$ cat src/rtl/cpu_pkg.sv
// Shared definitions for the execution control unit: opcodes, ALU codes,
// cu_state codes, FSM encoding and the instruction layout.
package cpu_pkg;

  localparam int MEM_TIMEOUT_DEF = 15;

  localparam logic [3:0] OP_NOP   = 4'h0;
  localparam logic [3:0] OP_ADD   = 4'h1;
  localparam logic [3:0] OP_SUB   = 4'h2;
  localparam logic [3:0] OP_AND   = 4'h3;
  localparam logic [3:0] OP_OR    = 4'h4;
  localparam logic [3:0] OP_XOR   = 4'h5;
  localparam logic [3:0] OP_ADDI  = 4'h6;
  localparam logic [3:0] OP_LOAD  = 4'h7;
  localparam logic [3:0] OP_STORE = 4'h8;
  localparam logic [3:0] OP_JMP   = 4'h9;
  localparam logic [3:0] OP_JZ    = 4'hA;
  localparam logic [3:0] OP_HALT  = 4'hF;

  typedef enum logic [2:0] {
    ALU_ADD = 3'b000,
    ALU_SUB = 3'b001,
    ALU_AND = 3'b010,
    ALU_OR  = 3'b011,
    ALU_XOR = 3'b100
  } alu_op_e;

  localparam logic [1:0] CU_IDLE = 2'b00;
  localparam logic [1:0] CU_BUSY = 2'b01;
  localparam logic [1:0] CU_MEM  = 2'b10;
  localparam logic [1:0] CU_DONE = 2'b11;

  typedef enum logic [2:0] {
    ST_IDLE,
    ST_READ,
    ST_EXEC,
    ST_MEM,
    ST_WB,
    ST_DONE,
    ST_HALTED
  } state_e;

  typedef enum logic [2:0] {
    CLS_NOP,
    CLS_ALU,
    CLS_JMP,
    CLS_JZ,
    CLS_LOAD,
    CLS_STORE,
    CLS_HALT,
    CLS_ILLEGAL
  } cls_e;

  typedef struct packed {
    logic [3:0] opcode;
    logic [1:0] rd;
    logic [1:0] rs;
    logic [7:0] imm;
  } instr_t;

endpackage

$ cat src/rtl/exec_decode.sv
// Combinational opcode decode: instruction class, ALU operation and
// operand-B select for the execution control unit.
module exec_decode
  import cpu_pkg::*;
(
  input  logic [3:0] opcode,
  output cls_e       cls,
  output alu_op_e    alu_op,
  output logic       alu_src_imm
);

  always_comb begin
    // NOTE: defaults first so every path assigns every output; no latches.
    cls         = CLS_ILLEGAL;
    alu_op      = ALU_ADD;
    alu_src_imm = 1'b0;
    case (opcode)
      OP_NOP:   cls = CLS_NOP;
      OP_ADD:   cls = CLS_ALU;
      OP_SUB:   begin cls = CLS_ALU; alu_op = ALU_SUB; end
      OP_AND:   begin cls = CLS_ALU; alu_op = ALU_AND; end
      OP_OR:    begin cls = CLS_ALU; alu_op = ALU_OR;  end
      OP_XOR:   begin cls = CLS_ALU; alu_op = ALU_XOR; end
      OP_ADDI:  begin cls = CLS_ALU; alu_src_imm = 1'b1; end
      OP_LOAD:  cls = CLS_LOAD;
      OP_STORE: cls = CLS_STORE;
      OP_JMP:   cls = CLS_JMP;
      OP_JZ:    cls = CLS_JZ;
      OP_HALT:  cls = CLS_HALT;
      default:  cls = CLS_ILLEGAL;
    endcase
  end

endmodule

$ cat src/rtl/exec_ctrl.sv
// Multi-cycle execution control unit: sequences IDLE/READ/EXEC/MEM/WB/DONE/
// HALTED and decodes register-file, ALU, memory and PC strobes from state.
module exec_ctrl
  import cpu_pkg::*;
#(
  parameter int MEM_TIMEOUT = MEM_TIMEOUT_DEF
) (
  input  logic        clk,
  input  logic        reset,
  input  logic        start,
  input  logic [15:0] instr,
  input  logic        zero_flag,
  input  logic        mem_ack,
  output logic [1:0]  cu_state,
  output logic [1:0]  rf_raddr_a,
  output logic [1:0]  rf_raddr_b,
  output logic [1:0]  rf_waddr,
  output logic        rf_we,
  output logic        wb_sel,
  output logic [2:0]  alu_op,
  output logic        alu_src_imm,
  output logic [7:0]  imm,
  output logic        mem_req,
  output logic        mem_we,
  output logic        pc_load,
  output logic        halted,
  output logic        err_illegal,
  output logic        err_timeout
);

  localparam int CNT_W = $clog2(MEM_TIMEOUT + 1);

  state_e           state_q, state_d;
  instr_t           instr_q, instr_d;
  logic [CNT_W-1:0] wait_cnt_q, wait_cnt_d;
  logic             err_timeout_q, err_timeout_d;

  cls_e    cls;
  alu_op_e dec_alu_op;
  logic    dec_src_imm;

  exec_decode u_decode (
    .opcode      (instr_q.opcode),
    .cls         (cls),
    .alu_op      (dec_alu_op),
    .alu_src_imm (dec_src_imm)
  );

  always_comb begin
    state_d       = state_q;
    instr_d       = instr_q;
    wait_cnt_d    = wait_cnt_q;
    err_timeout_d = 1'b0;
    unique case (state_q)
      ST_IDLE: if (start) begin
        instr_d = instr_t'(instr);
        state_d = ST_READ;
      end
      ST_READ: begin
        case (cls)
          CLS_ALU, CLS_JMP, CLS_JZ: state_d = ST_EXEC;
          CLS_LOAD, CLS_STORE: begin
            state_d    = ST_MEM;
            wait_cnt_d = '0;
          end
          CLS_HALT: state_d = ST_HALTED;
          default:  state_d = ST_DONE;
        endcase
      end
      ST_EXEC: state_d = (cls == CLS_JMP || cls == CLS_JZ) ? ST_DONE : ST_WB;
      ST_MEM: begin
        // An ack on the final allowed cycle still wins over the timeout.
        if (mem_ack) begin
          state_d = (cls == CLS_LOAD) ? ST_WB : ST_DONE;
        end else if (wait_cnt_q == CNT_W'(MEM_TIMEOUT - 1)) begin
          state_d       = ST_DONE;
          err_timeout_d = 1'b1;
        end else begin
          wait_cnt_d = wait_cnt_q + CNT_W'(1);
        end
      end
      ST_WB:     state_d = ST_DONE;
      ST_DONE:   state_d = ST_IDLE;
      ST_HALTED: state_d = ST_HALTED;
      default:   state_d = ST_IDLE;
    endcase
  end

  always_ff @(posedge clk or posedge reset) begin
    if (reset) begin
      state_q       <= ST_IDLE;
      instr_q       <= '0;
      wait_cnt_q    <= '0;
      err_timeout_q <= 1'b0;
    end else begin
      // NOTE: non-blocking for all state so every register updates together.
      state_q       <= state_d;
      instr_q       <= instr_d;
      wait_cnt_q    <= wait_cnt_d;
      err_timeout_q <= err_timeout_d;
    end
  end

  always_comb begin
    cu_state    = CU_IDLE;
    rf_we       = 1'b0;
    wb_sel      = 1'b0;
    mem_req     = 1'b0;
    mem_we      = 1'b0;
    pc_load     = 1'b0;
    halted      = 1'b0;
    err_illegal = 1'b0;
    unique case (state_q)
      ST_IDLE: cu_state = CU_IDLE;
      ST_READ: begin
        cu_state    = CU_BUSY;
        err_illegal = (cls == CLS_ILLEGAL);
      end
      ST_EXEC: begin
        cu_state = CU_BUSY;
        pc_load  = (cls == CLS_JMP) || (cls == CLS_JZ && zero_flag);
      end
      ST_MEM: begin
        cu_state = CU_MEM;
        mem_req  = 1'b1;
        mem_we   = (cls == CLS_STORE);
      end
      ST_WB: begin
        cu_state = CU_BUSY;
        rf_we    = 1'b1;
        wb_sel   = (cls == CLS_LOAD);
      end
      ST_DONE: cu_state = CU_DONE;
      ST_HALTED: begin
        cu_state = CU_BUSY;
        halted   = 1'b1;
      end
      default: cu_state = CU_IDLE;
    endcase
  end

  assign rf_raddr_a  = instr_q.rd;
  assign rf_raddr_b  = instr_q.rs;
  assign rf_waddr    = instr_q.rd;
  assign imm         = instr_q.imm;
  assign alu_op      = dec_alu_op;
  assign alu_src_imm = dec_src_imm;
  assign err_timeout = err_timeout_q;

endmodule

$ cat config.mk
export PLATFORM = sky130hd
export DESIGN_NAME = exec_ctrl
export DESIGN_NICKNAME = d
export VERILOG_FILES = /design/src/rtl/cpu_pkg.sv /design/src/rtl/exec_decode.sv /design/src/rtl/exec_ctrl.sv
export SDC_FILE = /design/constraint.sdc
export NUM_CORES = 1
export LEC_CHECK = 0
export ABC_CLOCK_PERIOD_IN_PS = 1600
export CORE_MARGIN = 2
export CORE_UTILIZATION = 41
export DETAILED_ROUTE_END_ITERATION = 16
export PLACE_DENSITY = 0.76
export SLEW_MARGIN = 30
export SYNTH_ARGS = -nofsm -noshare
export SYNTH_HDL_FRONTEND = slang
export SYNTH_SLANG_ARGS = --single-unit
$ cat constraint.sdc
create_clock -name clk -period 1.6 [get_ports clk]
set_clock_uncertainty 0.1 [all_clocks]
set_input_delay 0.24 -clock clk [delete_from_list [all_inputs] [get_ports clk]]
set_output_delay 0.24 -clock clk [all_outputs]
set_load 0.01 [all_outputs]
==> run summary, run 1 <==
Outcome: complete, but fails checks
Violated checks: setup timing
Critical Path Max Stage Delay: 0.48 ns
DPL Wire Length: 2610 um
WL/cell: 16.57 um
Num CTS Buffers: 3
CTS tree: built
Post-route minimum period: 1.796 ns
Final setup fails: 32
Total gr overflow: 0
EDFF count, synth: 0
Finished Cell Area: 2541 um2
Chip width: 63.04 um
CP max stage cell: dfrtp_2
Synth Warn #: 0
GRT Total Usage: 20.94%
Most numerous cell in the Yosys netlist: dfrtp_1
Root Buffer: clkbuf_4
H-tree Lvls: 1
Share of cells above drive strength 1: 54.91%
Largest net degree at the start of global routing: 17
Worst R2R Path Depth: 5
Worst-Margin Slew: 0.3408 ns
Cell variety after synth: 34
Top post-synthesis cells by count: dfrtp_1, mux2_2, buf_4
Vias in the first global route: 1513
Delay-heaviest family, CP: flip-flops
Peak supply drop: 0.001124 V
GP Congestion: 0.8672
Synth area leaders: dfrtp_1, mux2_2, buf_4, nor2_1, a21oi_1
Starting density of the core: 42.82%
Placed Area: 2027 um2
Initial antenna violation count: 0
RSZ-0062 raised after global routing: yes
Setup TNS: -3.998 ns
I/O pin cnt: 49
Number of buffers added on ports: 48
Worst setup path category: flop to output port
Origin of the critical flop-to-flop path: state_q[1]
Worst R2R End: instr_q[13]
Vias per std cell: 5.204
Core Area: 3337 um2
HP Class: primary input to asynchronous set/reset pin
CP Cell Sequence: buf_4 > xnor2_2 > nand2_1 > nor2_1 > buf_2
Area growth syn-to-layout: 77.85%
Pins Over Slew Limit: 0
Detail Route Antenna Nets: 0
Reg-to-reg slack, setup: -0.16 ns
DRT Pass-1 Iters: 4
Die area: 3973 um2
Startpoint types: flop
Synth top area share: 42.03%
Register area share after synthesis: 42.03%
Max-slew headroom: 77.09%
Leading area contributor after synthesis: dfrtp_1
Maxcap violations: 0
Fin nets: 248
Pre-CTS setup slack: -0.2439 ns
Pwr dens: 1906 nW/um2
Final setup margin: -0.1961 ns
Req. time, crit path: 1.26 ns
Clk_lat worst skew: 0.33 ns
Crit-path max FO: 6
Fillers: 220
Achievable Freq: 0.5568 GHz
Share of flip-flops with an asynchronous set or reset: 100.0%
Syn Inst Count: 139
Total power: 4.844 mW
DRT iter0 DRCs: 42
Post-synthesis register bit count: 24
WL final: 4475 um
Mapped Avg Cell Area: 10.28 um2
Fin crit share: 112.3%
Crit path DAT: 1.46 ns
DRC: 0
N_diodes: 0
Clock Pin Slew Worst Setup and Hold Paths: 0.15 ns
Via count: 1405
Die H: 63.04 um
Hold buffers post-CTS: 0
Final hold viol count: 0
Ys flop type: dfrtp_1
Clk buf depth: 2
Synthesized area: 1429 um2
Worst hold margin: 0.05859 ns
Syn nets: 162
Leakage: 1.256 nW
Endpoint class of the critical path: output port
Clock sinks: 24
Site row count: 21
Number of buffers and inverters on the critical path: 2
First-pass GRT wire length: 6617 um
-- cells by family after synthesis --
logic type      after synthesis  share of synthesized area, %
compound gates               17                         7.444
xor+xnor                      5                         3.065
fa+ha+maj                     2                         1.751
buf+inv                      25                         12.17
flops                        24                         42.03
mux                          16                         12.61
simple gates                 50                         20.93
-- where the power goes --
part | switching, mW | internal, mW | total, mW
Combinational | 1.42 | 1.96 | 3.38
Sequential | 0.234 | 0.888 | 1.12
Clock | 0.202 | 0.139 | 0.341
-- layer usage --
metal  vias to the layer above  part of all wire [%]  track usage, %
met5                         -                     0               0
met4                         0                   1.4           8.056
met3                         8                   4.8           4.144
met2                        55                    55           39.76
met1                       703                    39           22.44
li1                        639                     -               -
-- sequential cells by signal, indices dropped and copies added (netlist names) --
name,count
state_q,3
err_timeout,1
rf_raddr_b,2
wait_cnt_q,4
rf_raddr_a,2
instr_q,4
imm,8
-- worst max-delay path by stage --
stage	startpoint	end	cells after the start
6_report	instr_q[14]	err_illegal	5
5_1_grt	instr_q[13]	err_illegal	6
4_1_cts	state_q[2]	rf_raddr_a[1]	5
3_5_place_dp	instr_q[14]	pc_load	4
3_3_place_gp	zero_flag	pc_load	4
2_1_floorplan	state_q[0]	imm[0]	3
-- placed cells by master, fill, tap and decap left out, types with 2 or more instances in the layout --
cell type	Yosys	final
a211o_1	2	2
a21oi_1	6	5
and2_1	4	2
and2_4	0	2
and3_4	0	2
buf_2	5	8
buf_4	15	38
buf_6	1	19
clkbuf_4	0	3
clkdlybuf4s50_1	0	21
dfrtp_1	24	20
dfrtp_2	0	4
dlygate4sd2_1	0	4
dlymetal6s2s_1	0	10
ha_1	2	2
inv_1	3	2
mux2_2	16	2
mux2_4	0	14
nand2_1	5	3
nand3_1	6	3
nand3_2	0	3
nand3b_1	2	2
nor2_1	14	8
nor2_2	0	2
nor2_4	0	4
nor2b_2	0	2
nor3_1	4	2
nor3b_2	0	2
o21ai_1	0	2
xor2_1	3	3
-- stage by stage --
stage | cells | utilization [%]
floorplan | 139 | -
CTS | 259 | 67.68
global route | 270 | 76.15
global placement | 239 | 60.74
finish | 270 | 76.15
detailed placement | 239 | 60.74
-- final cells by class --
class                   count  area, um2  area share [%]
clock buffers               4      36.28           1.428
inverters                   3      11.26          0.4431
multi-input cells          90      864.6           34.02
flip-flops and latches     24      605.6           23.83
well taps                  46      57.56           2.265
repair buffers            103      965.9           38.01
-- timing repair --
action                     CTS  global route
cloned                       0             1
pin swaps                    9            17
resized for setup           90            51
buffers inserted            17            11
setup endpoints to repair   37            45
hold endpoints to repair     0             0
Power figures use the tool's default switching activity.
==> run 2, diff against run 1 <==
- CAP_MARGIN: default -> 20
- CELL_PAD_IN_SITES_DETAIL_PLACEMENT: default -> 2
- CELL_PAD_IN_SITES_GLOBAL_PLACEMENT: default -> 2
- CORE_UTILIZATION: 41 -> 24
- PLACE_DENSITY: 0.76 -> default
- PLACE_DENSITY_LB_ADDON: default -> 0.1
- REMOVE_ABC_BUFFERS: default -> 1
==> run summary, run 2 (synthesized netlist as in run 1, its figures left out) <==
Final setup margin: -0.2950 ns
Worst-Margin Slew: 0.3441 ns
N_diodes: 0
Endpoint class of the critical path: flop
Vias per std cell: 4.569
Outcome: complete, but fails checks
Final hold viol count: 0
Most common cell after layout, fill and taps aside: buf_4
Clock Pin Slew Worst Setup and Hold Paths: 0.09 ns
Share of cells above drive strength 1: 60.91%
RSZ-0062 raised after global routing: yes
Chip width: 81.16 um
Pre-CTS setup slack: -0.2232 ns
Req. time, crit path: 1.66 ns
HP Class: primary input to asynchronous set/reset pin
Starting density of the core: 24.42%
Core Area: 5851 um2
Root Buffer: clkbuf_8
Post-route minimum period: 1.895 ns
Die area: 6587 um2
WL final: 5751 um
Pwr dens: 2025 nW/um2
Worst setup path category: flop to flop
Vias in the first global route: 1609
Fin nets: 267
Maxcap violations: 0
Detail Route Antenna Nets: 0
GRT Total Usage: 16.06%
Clk buf depth: 2
Total gr overflow: 0
Fin crit share: 118.4%
Max reg flops: 8
Area growth syn-to-layout: 98.42%
DRT iter0 DRCs: 21
Final setup fails: 29
Die H: 81.16 um
Initial antenna violation count: 0
Hold buffers post-CTS: 0
Clock sinks: 24
Final core utilization: 48.46%
Leakage: 1.312 nW
Clk_lat worst skew: 0.27 ns
Crit-path max FO: 8
Commonest non-fill, non-tap cells in the layout: buf_4, buf_6, clkdlybuf4s50_1
Violated checks: setup timing
Number of buffers added on ports: 48
Largest net degree at the start of global routing: 19
CTS tree: built
First-pass GRT wire length: 8169 um
Startpoint types: flop
Worst R2R Path Depth: 7
DPL Wire Length: 3301 um
DRC: 0
GP Congestion: 0.7181
H-tree Lvls: 1
WL/cell: 18.08 um
Achievable Freq: 0.5277 GHz
Site row count: 28
Pins Over Slew Limit: 0
Crit path DAT: 1.96 ns
Via count: 1453
I/O pin cnt: 49
Max-slew headroom: 77.04%
Num CTS Buffers: 3
Peak supply drop: 0.0007558 V
DRT Pass-1 Iters: 3
[run 2: cell types whose count changed in the layout (fill, tap and decap cells not counted), sizes merged]
cell and delta:
buf +20, clkdlybuf4s15 -1, clkdlybuf4s50 +13, dlygate4sd2 -4, dlymetal6s2s -9
[run 2: per-layer routing]
metal / track usage (%) / part of all wire, % / up-vias
li1: - / - / 676
met1: 19.21 / 40 / 735
met2: 31.07 / 56 / 34
met3: 2.778 / 3.2 / 8
met4: 1.017 / 1.5 / 0
met5: 0 / 0 / -
[run 2: worst max-delay path, cell delays in order, from the launching register on]
cell and delay (ns):
dfrtp_2 0.43, buf_6 0.13, buf_6 0.11, buf_6 0.11
nor4b_4 0.25, buf_4 0.19, clkbuf_16 0.17, mux2_4 0.30
[run 2: path summary, 6_finish.rpt]
| path | slack (ns) | end | start |
|---|---|---|---|
| min reg2reg | 0.42 | imm[0] | imm[0] |
| min | 0.12 | rf_raddr_a[1] | reset |
| min in group clk | 0.42 | imm[0] | imm[0] |
| max reg2reg | -0.29 | imm[2] | state_q[1] |
| max | -0.29 | imm[2] | state_q[1] |
| max in group asynchronous | 0.85 | state_q[2] | reset |
[run 2: report_power, final]
part | switching, mW | internal (mW) | leakage, nW
sequential | 0.213 | 0.890 | 0.290
combinational | 1.70 | 2.51 | 0.993
clock | 0.208 | 0.220 | 0.0288
total | 2.12 | 3.62 | 1.31
[run 2: metrics by stage]
stage	hold WS [ns]	power, mW	instances	instance area, um2	setup TNS, ns
2_1_floorplan	0.1546	2.180	117	1266	-3.692
3_3_place_gp	0.3910	3.592	276	2136	-4.660
3_5_place_dp	0.4013	3.696	276	2136	-5.319
4_1_cts	0.1212	4.960	308	2539	-5.866
5_1_grt	0.1511	6.123	318	2835	-8.284
6_report	0.1245	5.742	318	2835	-6.324
[run 2: repair_timing]
item	CTS	global route
cloned	0	1
pin swaps	13	16
setup buffers	29	14
endpoints found under the setup margin	32	38
gates resized for setup	105	54
[run 2: layout make-up]
class | instances | area, um2
Fill cell | 599 | 3015
Timing Repair Buffer | 122 | 1161
Tap cell | 75 | 93.84
Clock buffer | 4 | 55.05
Sequential cell | 24 | 605.6
Multi-Input combinational cell | 90 | 908.4
Inverter | 3 | 11.26
==> run 3, diff against run 2 <==
- ABC_AREA: default -> 1
==> run summary, run 3 <==
Share of flip-flops with an asynchronous set or reset: 100.0%
GRT Total Usage: 15.85%
Delay-heaviest family, CP: flip-flops
Met3 Use GR: 2.655%
N_diodes: 0
Most common cell after layout, fill and taps aside: buf_4
Reg-to-reg slack, setup: -0.15 ns
CP Cell Sequence: buf_4 > nand2_4 > nand2_2 > buf_4 > nor3_2 > buf_2
Synth top area share: 38.71%
Max-slew headroom: 69.85%
Global route hottest layer: met2
DRC: 0
RSZ-0062 raised after global routing: yes
WL final: 5824 um
First-pass GRT wire length: 9039 um
Synthesized area: 1551 um2
Peak supply drop: 0.0009430 V
Area growth syn-to-layout: 79.11%
Fin nets: 287
EDFF count, synth: 0
GP Congestion: 0.7885
Violated checks: setup timing
Clk_lat worst skew: 0.28 ns
Cell variety after synth: 31
Achievable Freq: 0.5448 GHz
Top post-synthesis cells by count: dfrtp_1, nand2_1, nor2_1
CTS tree: built
Pwr dens: 2027 nW/um2
Leading area contributor after synthesis: dfrtp_1
Crit path DAT: 1.50 ns
Site row count: 29
Mapped Avg Cell Area: 9.290 um2
Clock sinks: 24
Number of buffers added on ports: 48
Ys flop type: dfrtp_1
Leakage: 1.329 nW
Final hold viol count: 0
DPL Wire Length: 3671 um
DRT Pass-1 Iters: 2
Post-synthesis register bit count: 24
Synth area leaders: dfrtp_1, mux2_4, buf_4, nand2_1, nor2_1
Pins Over Slew Limit: 0
Starting density of the core: 24.57%
Finished Cell Area: 2779 um2
Crit-path max FO: 6
Core Area: 6314 um2
GR met1 Demand/Resource: 18.29%
Worst R2R Path Depth: 13
Worst-Margin Slew: 0.4508 ns
Die H: 84.40 um
Chip width: 84.40 um
Root Buffer: clkbuf_8
Initial antenna violation count: 0
Critical Path Max Stage Delay: 0.49 ns
Clock Pin Slew Worst Setup and Hold Paths: 0.10 ns
Total power: 5.633 mW
Clk buf depth: 2
Synth Warn #: 0
Outcome: complete, but fails checks
Final setup fails: 28
Startpoint types: flop
Maxcap violations: 0
Commonest non-fill, non-tap cells in the layout: buf_4, clkdlybuf4s50_1, buf_6
Final setup margin: -0.2357 ns
Worst setup path category: flop to output port
Fin crit share: 114.7%
Via count: 1544
Die area: 7123 um2
Vias in the first global route: 1820
Number of buffers and inverters on the critical path: 3
DRT iter0 DRCs: 34
Placed Area: 2225 um2
Crit path depth: 6
I/O pin cnt: 49
CP max stage cell: dfrtp_2
HP Class: primary input to asynchronous set/reset pin
Endpoint class of the critical path: output port
WL/cell: 17.13 um
Max reg flops: 8
Vias per std cell: 4.541
Crit-path most repeated cell: buf_4
Syn Inst Count: 167
Origin of the critical flop-to-flop path: instr_q[14]
Largest net degree at the start of global routing: 25
Register area share after synthesis: 38.71%
Worst hold margin: 0.2059 ns
Share of cells above drive strength 1: 60.46%
Detail Route Antenna Nets: 0
Worst R2R End: state_q[0]
GR Layer Usage met2: 29.80%
Post-route minimum period: 1.836 ns
Req. time, crit path: 1.26 ns
H-tree Lvls: 1
Num CTS Buffers: 3
Total gr overflow: 0
==> run 3: changes by cell type after synthesis, moves of 3 or more <==
cell | previous run | this run
buf_2 | 5 | 0
inv_1 | 3 | 11
nor2_1 | 14 | 19
nand2_1 | 5 | 24
and3_1 | 3 | 0
nand2_4 | 0 | 5
and2_1 | 4 | 0
mux2_2 | 16 | 0
xor2_1 | 3 | 0
mux2_4 | 0 | 12
nand3_1 | 6 | 9
nand2_2 | 0 | 3
inv_2 | 0 | 5
==> run 3: worst max-delay path by stage <==
stage                 from          end  slack [ns]
3_3_place_gp   instr_q[12]  err_illegal       -0.25
2_1_floorplan  instr_q[15]      pc_load        0.15
4_1_cts        instr_q[14]      pc_load       -0.18
3_5_place_dp   instr_q[14]  err_illegal       -0.34
5_1_grt        instr_q[14]      pc_load       -0.31
6_report       instr_q[14]    alu_op[0]       -0.24
==> run 3: worst min-delay path, stage by stage <==
cell and delay, ns:
clkdlybuf4s50_1 0.39, inv_1 0.05, buf_4 0.32
==> run 3: kinds of logic after synthesis <==
family                   count (synthesis)  share of synthesized area (%)
AO/OA/AOI/OAI                           22                          8.549
AND/OR/NAND/NOR                         72                          25.00
buffers and inverters                   35                          14.52
flip-flops                              24                          38.71
adder cells (fa/ha/maj)                  2                          1.613
multiplexers                            12                          11.61
==> run 3: power by group <==
group / internal, mW / total (mW) / leakage (nW) / switching (mW)
logic: 2.12 / 3.89 / 1.01 / 1.77
clock network: 0.335 / 0.561 / 0.0357 / 0.226
registers: 0.892 / 1.18 / 0.282 / 0.286
==> run 3: layout make-up <==
cell class / instances / area, um2
multi-input combinational: 109 / 938.4
sequential: 24 / 609.3
fill: 680 / 3535
clock inverter: 1 / 30.03
tap: 77 / 96.34
clock buffer: 3 / 41.29
inverter: 17 / 76.32
timing repair buffer: 109 / 987.2
==> run 3: what timing repair did <==
action | CTS | global route
cloned | 1 | 0
pin swaps | 8 | 21
hold endpoints to repair | 0 | 0
hold buffers | 0 | 0
resized for setup | 102 | 50
endpoints found under the setup margin | 30 | 37
buffers inserted | 18 | 12
==> run 3: layer usage <==
layer  share of wire (%)  vias to the layer above
li1                    -                      727
met1                  39                      775
met2                  55                       34
met3                 3.4                        8
met4                 1.8                        0
met5                   0                        -
==> run 3: per-stage QoR <==
step,setup WS [ns],setup TNS (ns),std cells,utilization [%]
6_report,-0.2357,-2.259,340,44.02
5_1_grt,-0.3110,-4.512,340,44.02
4_1_cts,-0.1833,-1.129,331,40.39
3_5_place_dp,-0.3417,-4.178,308,35.24
3_3_place_gp,-0.2474,-3.218,308,35.24
2_1_floorplan,0.1539,0,149,-
